$ cat src/rtl/dac_spi_pkg.sv
// Shared definitions for the DAC-format SPI frame receiver: command codes,
// receiver FSM states and the default frame geometry.
package dac_spi_pkg;

  localparam int FRAME_BITS_DEFAULT = 24;
  localparam int DATA_W_DEFAULT     = 12;

  localparam logic [3:0] CMD_NOP          = 4'h0;
  localparam logic [3:0] CMD_WRITE_INPUT  = 4'h1;
  localparam logic [3:0] CMD_UPDATE_DAC   = 4'h2;
  localparam logic [3:0] CMD_WRITE_UPDATE = 4'h3;
  localparam logic [3:0] CMD_CTRL         = 4'h4;

  typedef enum logic [1:0] {
    ST_IDLE  = 2'd0,
    ST_SHIFT = 2'd1,
    ST_CHECK = 2'd2
  } state_t;

endpackage

$ cat src/rtl/dac_spi_frame_receiver_sync_edge.sv
// Brings one asynchronous SPI line into the system clock domain and reports
// its synchronized level plus single-cycle rise/fall strobes.
module spi_sync_edge #(
  parameter int SYNC_STAGES = 2
) (
  input  logic clk_i,
  input  logic rst_ni,
  input  logic async_i,
  output logic level_o,
  output logic rise_o,
  output logic fall_o
);

  logic [SYNC_STAGES-1:0] sync_q;
  logic                   hist_q;

  // Flops reset high so an idle-high SPI line produces no edge out of reset.
  always_ff @(posedge clk_i or negedge rst_ni) begin
    if (!rst_ni) begin
      sync_q <= '1;
      hist_q <= 1'b1;
    end else begin
      sync_q <= {sync_q[SYNC_STAGES-2:0], async_i};
      hist_q <= sync_q[SYNC_STAGES-1];
    end
  end

  assign level_o = sync_q[SYNC_STAGES-1];
  assign rise_o  = sync_q[SYNC_STAGES-1] & ~hist_q;
  assign fall_o  = ~sync_q[SYNC_STAGES-1] & hist_q;

endmodule

$ cat src/rtl/dac_spi_frame_receiver.sv
// SPI responder for 24-bit DAC write frames: oversamples SYNCn/SCL/SDA with
// SYS_CLK and hands each complete frame out on a valid/ready interface.
module dac_spi_frame_receiver
  import dac_spi_pkg::*;
#(
  parameter int FRAME_BITS  = FRAME_BITS_DEFAULT,
  parameter int DATA_W      = DATA_W_DEFAULT,
  parameter int SYNC_STAGES = 2
) (
  input  logic              SYS_CLK,
  input  logic              RSTn,
  input  logic              SPI_SYNCn,
  input  logic              SPI_SCL,
  input  logic              SPI_SDA,
  output logic [3:0]        OUT_CMD,
  output logic [DATA_W-1:0] OUT_DATA,
  output logic              OUT_VALID,
  input  logic              OUT_READY,
  output logic              FRAME_ERR,
  output logic              OVERRUN
);

  localparam int CNT_W = $clog2(FRAME_BITS + 2);
  localparam logic [CNT_W-1:0] CNT_FULL = CNT_W'(FRAME_BITS);
  localparam logic [CNT_W-1:0] CNT_SAT  = CNT_W'(FRAME_BITS + 1);

  logic syncnLevel, syncnRise, syncnFall;
  logic sclLevel, sclRise, sclFall;
  logic sdaLevel, sdaRise, sdaFall;
  logic unused_edges;

  spi_sync_edge #(.SYNC_STAGES(SYNC_STAGES)) u_syncn (
    .clk_i(SYS_CLK), .rst_ni(RSTn), .async_i(SPI_SYNCn),
    .level_o(syncnLevel), .rise_o(syncnRise), .fall_o(syncnFall)
  );

  spi_sync_edge #(.SYNC_STAGES(SYNC_STAGES)) u_scl (
    .clk_i(SYS_CLK), .rst_ni(RSTn), .async_i(SPI_SCL),
    .level_o(sclLevel), .rise_o(sclRise), .fall_o(sclFall)
  );

  spi_sync_edge #(.SYNC_STAGES(SYNC_STAGES)) u_sda (
    .clk_i(SYS_CLK), .rst_ni(RSTn), .async_i(SPI_SDA),
    .level_o(sdaLevel), .rise_o(sdaRise), .fall_o(sdaFall)
  );

  assign unused_edges = ^{sclLevel, sclRise, sdaRise, sdaFall};

  state_t                 state_q, state_d;
  logic [CNT_W-1:0]       bitCount_q, bitCount_d;
  logic [FRAME_BITS-1:0]  shift_q, shift_d;
  logic [3:0]             cmd_q, cmd_d;
  logic [DATA_W-1:0]      data_q, data_d;
  logic                   valid_q, valid_d;
  logic                   frameErr_q, frameErr_d;
  logic                   overrun_q, overrun_d;
  logic [SYNC_STAGES-1:0] warm_q;
  logic                   armed_q, armed_d;

  always_ff @(posedge SYS_CLK or negedge RSTn) begin
    if (!RSTn) begin
      state_q    <= ST_IDLE;
      bitCount_q <= '0;
      shift_q    <= '0;
      cmd_q      <= '0;
      data_q     <= '0;
      valid_q    <= 1'b0;
      frameErr_q <= 1'b0;
      overrun_q  <= 1'b0;
      warm_q     <= '0;
      armed_q    <= 1'b0;
    end else begin
      state_q    <= state_d;
      bitCount_q <= bitCount_d;
      shift_q    <= shift_d;
      cmd_q      <= cmd_d;
      data_q     <= data_d;
      valid_q    <= valid_d;
      frameErr_q <= frameErr_d;
      overrun_q  <= overrun_d;
      warm_q     <= {warm_q[SYNC_STAGES-2:0], 1'b1};
      armed_q    <= armed_d;
    end
  end

  // A frame may only start once SYNCn has been seen high with a synchronizer
  // chain refilled after reset, so a frame already running at reset release
  // is ignored until its SYNCn rises.
  always_comb begin
    state_d    = state_q;
    bitCount_d = bitCount_q;
    shift_d    = shift_q;
    cmd_d      = cmd_q;
    data_d     = data_q;
    valid_d    = valid_q;
    frameErr_d = 1'b0;
    overrun_d  = 1'b0;
    armed_d    = armed_q | (warm_q[SYNC_STAGES-1] & syncnLevel);

    if (valid_q && OUT_READY) begin
      valid_d = 1'b0;
    end

    case (state_q)
      ST_IDLE: begin
        if (syncnFall && armed_q) begin
          state_d    = ST_SHIFT;
          bitCount_d = '0;
          shift_d    = '0;
        end
      end
      ST_SHIFT: begin
        if (sclFall) begin
          shift_d = {shift_q[FRAME_BITS-2:0], sdaLevel};
          if (bitCount_q != CNT_SAT) begin
            bitCount_d = bitCount_q + CNT_W'(1);
          end
        end
        if (syncnRise) begin
          state_d = ST_CHECK;
        end
      end
      ST_CHECK: begin
        state_d = ST_IDLE;
        if (bitCount_q == CNT_FULL) begin
          if (!valid_q || OUT_READY) begin
            cmd_d   = shift_q[FRAME_BITS-1 -: 4];
            data_d  = shift_q[FRAME_BITS-5 -: DATA_W];
            valid_d = 1'b1;
          end else begin
            overrun_d = 1'b1;
          end
        end else begin
          frameErr_d = 1'b1;
        end
      end
      default: begin
        state_d = ST_IDLE;
      end
    endcase
  end

  assign OUT_CMD   = cmd_q;
  assign OUT_DATA  = data_q;
  assign OUT_VALID = valid_q;
  assign FRAME_ERR = frameErr_q;
  assign OVERRUN   = overrun_q;

endmodule

$ cat config.mk
export PLATFORM = sky130hd
export DESIGN_NAME = dac_spi_frame_receiver
export DESIGN_NICKNAME = d
export VERILOG_FILES = /design/src/rtl/dac_spi_pkg.sv /design/src/rtl/dac_spi_frame_receiver_sync_edge.sv /design/src/rtl/dac_spi_frame_receiver.sv
export SDC_FILE = /design/constraint.sdc
export NUM_CORES = 1
export LEC_CHECK = 0
export CAP_MARGIN = 30
export CORE_MARGIN = 10
export CORE_UTILIZATION = 40
export CTS_BUF_LIST = sky130_fd_sc_hd__clkbuf_8 sky130_fd_sc_hd__clkbuf_16
export DETAILED_ROUTE_END_ITERATION = 7
export PLACE_DENSITY = 0.61
export SYNTH_ARGS = -nofsm -noshare
export SYNTH_HDL_FRONTEND = slang
export SYNTH_SLANG_ARGS = --single-unit
$ cat constraint.sdc
create_clock -name SYS_CLK -period 1.8 [get_ports SYS_CLK]
set_input_delay 0.27 -clock SYS_CLK [delete_from_list [all_inputs] [get_ports SYS_CLK]]
set_output_delay 0.27 -clock SYS_CLK [all_outputs]
set_load 0.05 [all_outputs]
* Word-level counts from Yosys, hierarchy flattened
Index checks and enable logic that the tools add are counted.
** Storage, ports and cells
- Logic and storage cells :: 61
- Output and inout bits :: 19
- Bits of input ports :: 6
- Register bits :: 61
** Operators by class
- Reductions and logical operators :: 10
- Add/subtract/negate cells :: 1
- Multiplexer cells :: 19
- Equal/unequal tests :: 8
- Bitwise logic cells :: 8
** Operators by type and width (count)
- $mux W24 :: 2
- $pmux W24 S2 :: 1
- $mux W5 :: 3
- $pmux W5 S2 :: 1
- $mux W1 :: 9
- $ne A2 B2 Y1 const B :: 4
- $reduce_and A3 Y1 :: 2
- $add A5 B1 Y5 const B :: 1
- $eq A5 B5 Y1 const B :: 1
- $ne A5 B5 Y1 const B :: 1
- $and A1 B1 Y1 :: 4
- $mux W2 :: 2
- $pmux W2 S2 :: 1
- $reduce_and A4 Y1 :: 1
- $not A1 Y1 :: 3
- $eq A2 B1 Y1 const B :: 1
- $eq A2 B2 Y1 const B :: 1
- $logic_and A1 B1 Y1 :: 2
- $logic_not A2 Y1 :: 1
- $reduce_and A2 Y1 :: 1
- $reduce_bool A2 Y1 :: 1
- $logic_not A1 Y1 :: 1
- $logic_or A1 B1 Y1 :: 1
- $or A1 B1 Y1 :: 1

* Depth between registers and ports, before layout
Gate-level depths: netlist (run 1).
- Depth after elaboration :: 5
- Mapped depth :: 7
- Mapped depth without buffers :: 5

* Modules after synthesis
Synthesis (run 1) repeated with hierarchy kept, for this count alone.
** Second synthesis, totals
- Cell total of the unflattened synthesis :: 209
- Area total of the unflattened synthesis :: 2487.4 sq um
** By module, submodules not included
- dac_spi_frame_receiver :: cells an instance 194, area each 2205.9 sq um, instances 1, seq. area each 1326.3 sq um
- spi_sync_edge :: cells an instance 5, area each 93.8 sq um, instances 3, seq. area each 78.8 sq um

* Worst setup path after synthesis (run 1)
No wires, ideal clock.
- Path type :: register -> register
- From :: reg bitCount_q[0]
- To :: reg cmd_q[0] (netlist: OUT_CMD[0])
- Path buffers :: 2
- Arrival time :: 1.577 ns
- Data required time :: 1.675 ns
- Clock period less this slack :: 1.702 ns
- Setup time :: 0.125 ns
- Stages on the path, launching flop included :: 8
- Slack :: 0.098 ns
- Path through :: dfrtp_1 > inv_1 > ha_1 > and4b_1 > and4b_1 > buf_6 > buf_12 > mux2_4
** Between the ends
- Cells in the longest elaborated chain, start to end :: 2
** RTL lines
- start: declaration :: line dac_spi_frame_receiver.sv:50 : logic [CNT_W-1:0] bitCount_q, bitCount_d;
- start signal: assignment :: line dac_spi_frame_receiver.sv:74 : bitCount_q <= bitCount_d;
- $eq A5 B5 Y1 :: line dac_spi_frame_receiver.sv:125 : if (bitCount_q == CNT_FULL) begin
- $reduce_and A3 Y1 (no source line)
- end signal: assignment :: line dac_spi_frame_receiver.sv:76 : cmd_q <= cmd_d;
- end: declaration :: line dac_spi_frame_receiver.sv:52 : logic [3:0] cmd_q, cmd_d;
No other way between the ends.
A chain may end at the register's enable or synchronous reset.

* Final worst setup path (run 1)
- From :: reg overrun_q (netlist: OVERRUN)
- To :: out OVERRUN
** RTL lines
- start: declaration :: line dac_spi_frame_receiver.sv:56 : logic overrun_q, overrun_d;
- start signal: assignment :: line dac_spi_frame_receiver.sv:80 : overrun_q <= overrun_d;
- end: declaration :: line dac_spi_frame_receiver.sv:20 : output logic OVERRUN
No word-level cell between the ends.

==> metrics.txt, run 1 <==
Area contributors post-synth dfrtp_1, dfstp_2, mux2_4; Period minus WS final 1.73 ns; Inserted Clock Buffers 9; number of synthesized register bits 61; IO Pins 25; peak supply drop 519 uV; Post-synth EDFFs 0; Main synth FF type dfrtp_1; antenna violations before repair 0; fraction of layout cells with a size suffix above 1 26.5%; share of flip-flops with an asynchronous set or reset 100%; Final HPWL DP 2860 um; H-tree levels 3; area of the mapped netlist 2530 um^2; Layout Nets 254; Seq/Total Area, Yosys 60.6%; Slew headroom 65.9%; Area Overhead vs Synth 24.8%; critical path required time 1.53 ns; Vias 1630; WHS Path Cells 1; fin. max-slew vios 0; grt ovf 0; max incr delay on CP 0.80 ns; hold path start SPI_SDA; Worst Path Buf+Inv 1; status completed; Core Footprint 6030 um^2; CTS tree yes; post-synthesis cell type count 34; # rows 28; Routed Antenna Nets 0; Synth area leader dfrtp_1; drt drc 0; Starting Density 42.0%; first-pass GRT wire length 7790 um; clk_lat worst skew 0.34 ns; LEAKAGE 1.48 nW; die footprint 9920 um^2; max_cap viols 0; Hold Path End u_sda.sync_q[0]$_DFF_PN1_; total routed wirelength 4560 um; final setup violation count 0; 1st-pass router iterations 4; Fin Setup TNS 0 ns; port buffer count 24; Antenna diodes 0; Worst Setup Path Type register to output port; period utilisation layout 95.9%; Slowest-stage cell, CP clkdlybuf4s50_1; largest fanout on the critical path 1; RSZ-0062 raised after global routing no; kind of start point of the critical path register; CP Capture Type output port; Final Hold Fails 0; starting DRC count in detailed routing 64; FF-to-FF path depth 6; HP Class input pin to register; die width 99.6 um; mean routed wirelength per cell 14.1 um; Vias/cell 5.03; Clock Skews 0.00685 ns; Synth Net Count 217; dpl cell area 2920 um^2; crit path cell chain clkdlybuf4s50_1; flop2flop setup slack 0.08 ns; CTS clk-pin slew, worst paths 0.07 ns; Achievable Freq 0.579 GHz; Die Span Y 99.6 um; FF-to-FF End OUT_DATA[3]$_DFFE_PN0P_; Top delay family on crit path buffers and inverters; Synth Warn # 0; Root Buffer clkbuf_8; Total GRT Usage 9.72%; Least-Margin Pin Slew 0.511 ns; WP data arrival 1.46 ns; vias in the first global route 1626; largest net degree at the start of global routing 62; reg-to-reg critical path startpoint bitCount_q[0]$_DFFE_PN0P_; Max Buffers Root-to-Sink 2; GP Congestion 0.724; Power Density 1010 nW/um^2; Synth top area share 52.3%; Synth Area per Inst 12.2 um^2; CTS sink cnt 61; Final Cell Area 3160 um^2; post-synthesis cell count 208
registers in the layout (all words and copies together) (netlist names):
signal and count:
shift_q 24, warm_q 2, OUT_DATA 12, u_syncn.sync_q 2, OUT_VALID 1, FRAME_ERR 1
u_scl.sync_q 2, u_syncn.hist_q 1, OUT_CMD 4, state_q 2, u_scl.hist_q 1, u_sda.sync_q 2
armed_q 1, bitCount_q 5, OVERRUN 1
how the worst max path moves through the flow:
stage                                   start                 endpoint  slack, ns  cells past startpoint
detailed placement                  OUT_READY  OUT_DATA[4]$_DFFE_PN0P_       0.03                      5
CTS                    OUT_CMD[0]$_DFFE_PN0P_               OUT_CMD[0]      0.002                      1
global placement                    OUT_READY  OUT_DATA[1]$_DFFE_PN0P_       0.04                      5
global route        bitCount_q[1]$_DFFE_PN0P_  OUT_DATA[4]$_DFFE_PN0P_      0.004                      6
floorplan           bitCount_q[0]$_DFFE_PN0P_   OUT_CMD[0]$_DFFE_PN0P_        0.1                      7
finish                      OVERRUN$_DFF_PN0_                  OVERRUN       0.07                      1
where the power goes:
part / switching (mW) / internal [mW] / total, mW
clock network: 0.523 / 0.902 / 1.42
logic: 0.190 / 0.132 / 0.322
registers: 0.0416 / 1.41 / 1.46
total: 0.755 / 2.45 / 3.20
cell usage in the layout (no fill, tap or decap):
cell,Yosys,final
a21o_1,1,1
a21oi_1,1,1
a31oi_1,1,1
a41oi_1,1,1
and4b_1,3,3
buf_12,1,3
buf_2,2,1
buf_4,0,22
bufinv_16,0,3
clkbuf_8,0,9
clkdlybuf4s50_1,0,6
clkinvlp_4,0,1
conb_1,1,1
dfrtp_1,53,53
dfstp_2,8,8
dlygate4sd2_1,0,2
dlygate4sd3_1,0,1
dlymetal6s2s_1,0,4
ha_1,3,3
inv_1,29,31
mux2_2,6,6
mux2_4,10,10
nand2_1,3,3
nand2b_1,2,2
nand3_1,4,4
nand3b_1,2,2
nand4_1,24,24
nand4bb_4,2,2
nor2_1,2,2
nor2b_1,1,1
nor3_1,1,1
nor3b_1,1,1
nor4bb_4,0,1
o211ai_1,4,4
o21ai_0,28,27
o21ai_1,0,1
o221ai_1,1,1
or3_1,1,1
or4b_1,1,1
Yosys cell counts (2+ instances only):
master / n
clkbuf_1: 7
o211ai_1: 4
and4b_1: 3
dfrtp_1: 53
o21ai_0: 28
nand3_1: 4
nand2b_1: 2
nand2_1: 3
mux2_2: 6
dfstp_2: 8
nand4bb_4: 2
ha_1: 3
buf_2: 2
nor2_1: 2
inv_1: 29
nand4_1: 24
mux2_4: 10
nand3b_1: 2
logic make-up (layout without fill, tap and decap cells):
| group | Yosys count | in the layout | synth area share [%] |
|---|---|---|---|
| AND/OR/NAND/NOR | 48 | 48 | 13.7 |
| other | 1 | 1 | 0.148 |
| adder cells (fa/ha/maj) | 3 | 3 | 1.48 |
| flip-flops | 61 | 61 | 60.6 |
| buffers and inverters | 42 | 83 | 7.31 |
| multiplexers | 16 | 16 | 8.59 |
| AO/OA/AOI/OAI | 37 | 37 | 8.15 |
timing repair:
item / 4_1_cts / 5_1_grt
endpoints found under the setup margin: 2 / 4
endpoints found under the hold margin: 53 / 0
buffers inserted: 0 / 0
resized for setup: 2 / 4
hold buffers: 1 / 0
gates cloned: 0 / 0
per-stage QoR:
| step | utilization (%) | instances | total power [mW] | hold slack (ns) | setup WS (ns) |
|---|---|---|---|---|---|
| finish | 52.5 | 324 | 3.20 | 0.330 | 0.0737 |
| global route | 52.5 | 324 | 3.35 | 0.319 | 0.00398 |
| CTS | 52.3 | 324 | 3.25 | 0.314 | 0.00197 |
| detailed placement | 48.4 | 308 | 1.81 | 0.308 | 0.0321 |
| global placement | 48.4 | 308 | 1.80 | 0.304 | 0.0426 |
| floorplan | - | 208 | 1.65 | -0.0256 | 0.0982 |
worst reg2reg max path, cell delays in order (launching register included):
cell     delay (ns)
dfrtp_1        0.40
inv_1          0.06
ha_1           0.13
and4b_1        0.23
and4b_1        0.25
buf_12         0.18
mux2_2         0.35
final cells by class:
class / instances / area, um^2
Fill cell: 523 / 2860
Sequential cell: 61 / 1540
Multi-Input combinational cell: 105 / 827
Timing Repair Buffer: 39 / 368
Clock buffer: 9 / 124
Inverter: 29 / 109
Clock inverter: 6 / 105
Tap cell: 75 / 93.8
routing by layer:
metal / global-route usage, % / vias to the layer above / routed length, um
met1: 12.3 / 788 / 2210
met5: 0 / - / 0
met2: 13.5 / 32 / 1960
met3: 3.88 / 10 / 265
li1: - / 800 / -
met4: 5.95 / 0 / 122
(Power assumes the default switching activity.)
==> inputs of run 2 (changes only) <==
- PLACE_DENSITY: 0.61 -> default
==> metrics.txt, run 2 (synthesis gave the netlist of run 1 again) <==
Inserted Clock Buffers 9 (unchanged); WP data arrival 1.46 ns (about the same); Worst Setup Path Type register to output port; commonest non-fill, non-tap cell in the layout dfrtp_1; Achievable Freq 0.577 GHz (-0.35%); vias in the first global route 1753 (+7.8%); H-tree levels 3 (unchanged); Power Density 952 nW/um^2 (-5.9%); 1st-pass router iterations 4 (unchanged); commonest non-fill, non-tap cells in the layout dfrtp_1, inv_1, o21ai_0; Slowest-stage cell, CP clkdlybuf4s50_1; first-pass GRT wire length 8420 um (+8.1%); Final Hold Fails 0 (unchanged); total setup buffers inserted after CTS 0 (unchanged); Vias 1663 (+2.0%); Vias/cell 5.09 (+1.1%); total routed wirelength 4770 um (+4.6%); drt drc 0 (unchanged); Worst Path Buf+Inv 1 (unchanged); kind of start point of the critical path register; Die Span Y 99.6 um (unchanged); Area Overhead vs Synth 24.7%; Layout Nets 256 (+0.79%); CTS clk-pin slew, worst paths 0.06 ns (about the same); Total GRT Usage 10.5% (+0.79 points); period utilisation layout 96.2% (+0.34 points); Antenna diodes 0 (unchanged); port buffer count 24 (unchanged); clk_lat worst skew 0.34 ns (about the same); final setup violation count 0 (unchanged); Period minus WS final 1.73 ns (+0.00612 ns); largest net degree at the start of global routing 30 (-52%); LEAKAGE 1.50 nW (+1.5%); # rows 28 (unchanged); IO Pins 25 (unchanged); hold_ws 0.346 ns (+0.0162 ns); Starting Density 42.0% (unchanged); die footprint 9920 um^2 (unchanged); Core Footprint 6030 um^2 (unchanged); RSZ-0062 raised after global routing no; CTS sink cnt 61 (unchanged); Root Buffer clkbuf_8; CTS tree yes; fraction of layout cells with a size suffix above 1 27.0% (+0.48 points); Final Cell Area 3160 um^2 (-0.12%); peak supply drop 588 uV (+13%); Slew headroom 65.6% (-0.26 points); grt ovf 0 (unchanged); Max Buffers Root-to-Sink 2 (unchanged); antenna violations before repair 0 (unchanged); Final HPWL DP 3150 um (+10%); Clock Skews 0.00839 ns (+0.00155 ns); Least-Margin Pin Slew 0.515 ns (+0.00394 ns); GP Congestion 0.733 (+1.3%); Post-Place Setup Slack 0.00642 ns (-0.0257 ns); fin. max-slew vios 0 (unchanged); starting DRC count in detailed routing 100 (+56%); dpl cell area 2930 um^2 (+0.51%); HP Class register to register; max reg flops 24 (unchanged); CP Capture Type output port; fillers 552 (+5.5%); die width 99.6 um (unchanged); largest fanout on the critical path 1 (unchanged); status completed; setup ws final 0.0676 ns (-0.00612 ns); mean routed wirelength per cell 14.6 um (+3.6%); Routed Antenna Nets 0 (unchanged); max_cap viols 0 (unchanged); crit path cell chain clkdlybuf4s50_1; Fin Setup TNS 0 ns (unchanged); flop2flop setup slack 0.08 ns (about the same); max incr delay on CP 0.80 ns (about the same); Top delay family on crit path buffers and inverters; critical path required time 1.53 ns (about the same); Top reg by flops shift_q
[run 2: cell count changes in the layout (fill, tap and decap cells not counted)]
cell            delta
buf_4              +2
dlygate4sd2_1      -1
dlymetal6s2s_1     +1
bufinv_16          -2
inv_1              +1
clkbuf_8           +3
clkinvlp_4         -1
[run 2: timing repair]
action | 4_1_cts | 5_1_grt
hold buffers | 1 | 0
resized for setup | 1 | 5
endpoints found under the hold margin | 9 | 0
setup endpoints to repair | 1 | 5
[run 2: metrics by stage]
stage               cells  util (%)  total power [mW]
detailed placement    310      48.7              1.82
global route          327      52.4              3.17
floorplan             208         -              1.65
finish                327      52.4              3.01
CTS                   327      52.2              3.06
global placement      310      48.7              1.81
[run 2: cell type report]
| class | instances | area, um^2 | area share, % |
|---|---|---|---|
| inverter | 29 | 109 | 3.45 |
| clock buffer | 12 | 165 | 5.23 |
| timing repair buffer | 41 | 387 | 12.2 |
| tap | 75 | 93.8 | 2.97 |
| clock inverter | 4 | 41.3 | 1.31 |
| sequential | 61 | 1540 | 48.6 |
| multi-input combinational | 105 | 827 | 26.2 |
[run 2: report_power, final]
group          total, mW  leakage (nW)  internal, mW  switching [mW]
sequential          1.45         0.812          1.42          0.0324
clock               1.22         0.116         0.738           0.478
combinational      0.345         0.570         0.139           0.206
total               3.01          1.50          2.29           0.716
[run 2: metal layers]
metal | track usage [%] | vias to the layer above | share of wire (%)
li1 | - | 809 | -
met1 | 12.7 | 811 | 46
met2 | 15.3 | 33 | 46
met3 | 5.19 | 10 | 6.1
met4 | 4.85 | 0 | 1.4
met5 | 0 | - | 0
[run 2: path summary, 6_finish.rpt]
kind / startpoint / end / cells past startpoint
worst min register to register: warm_q[0]$_DFF_PN0_ / warm_q[1]$_DFF_PN0_ / 0
worst max register to register: bitCount_q[0]$_DFFE_PN0P_ / OUT_DATA[2]$_DFFE_PN0P_ / 6
min in group asynchronous: RSTn / shift_q[13]$_DFFE_PN0P_ / 2
worst min-delay path: warm_q[0]$_DFF_PN0_ / warm_q[1]$_DFF_PN0_ / 0
worst max-delay path: FRAME_ERR$_DFF_PN0_ / FRAME_ERR / 1
max in group asynchronous: RSTn / u_scl.hist_q$_DFF_PN1_ / 3
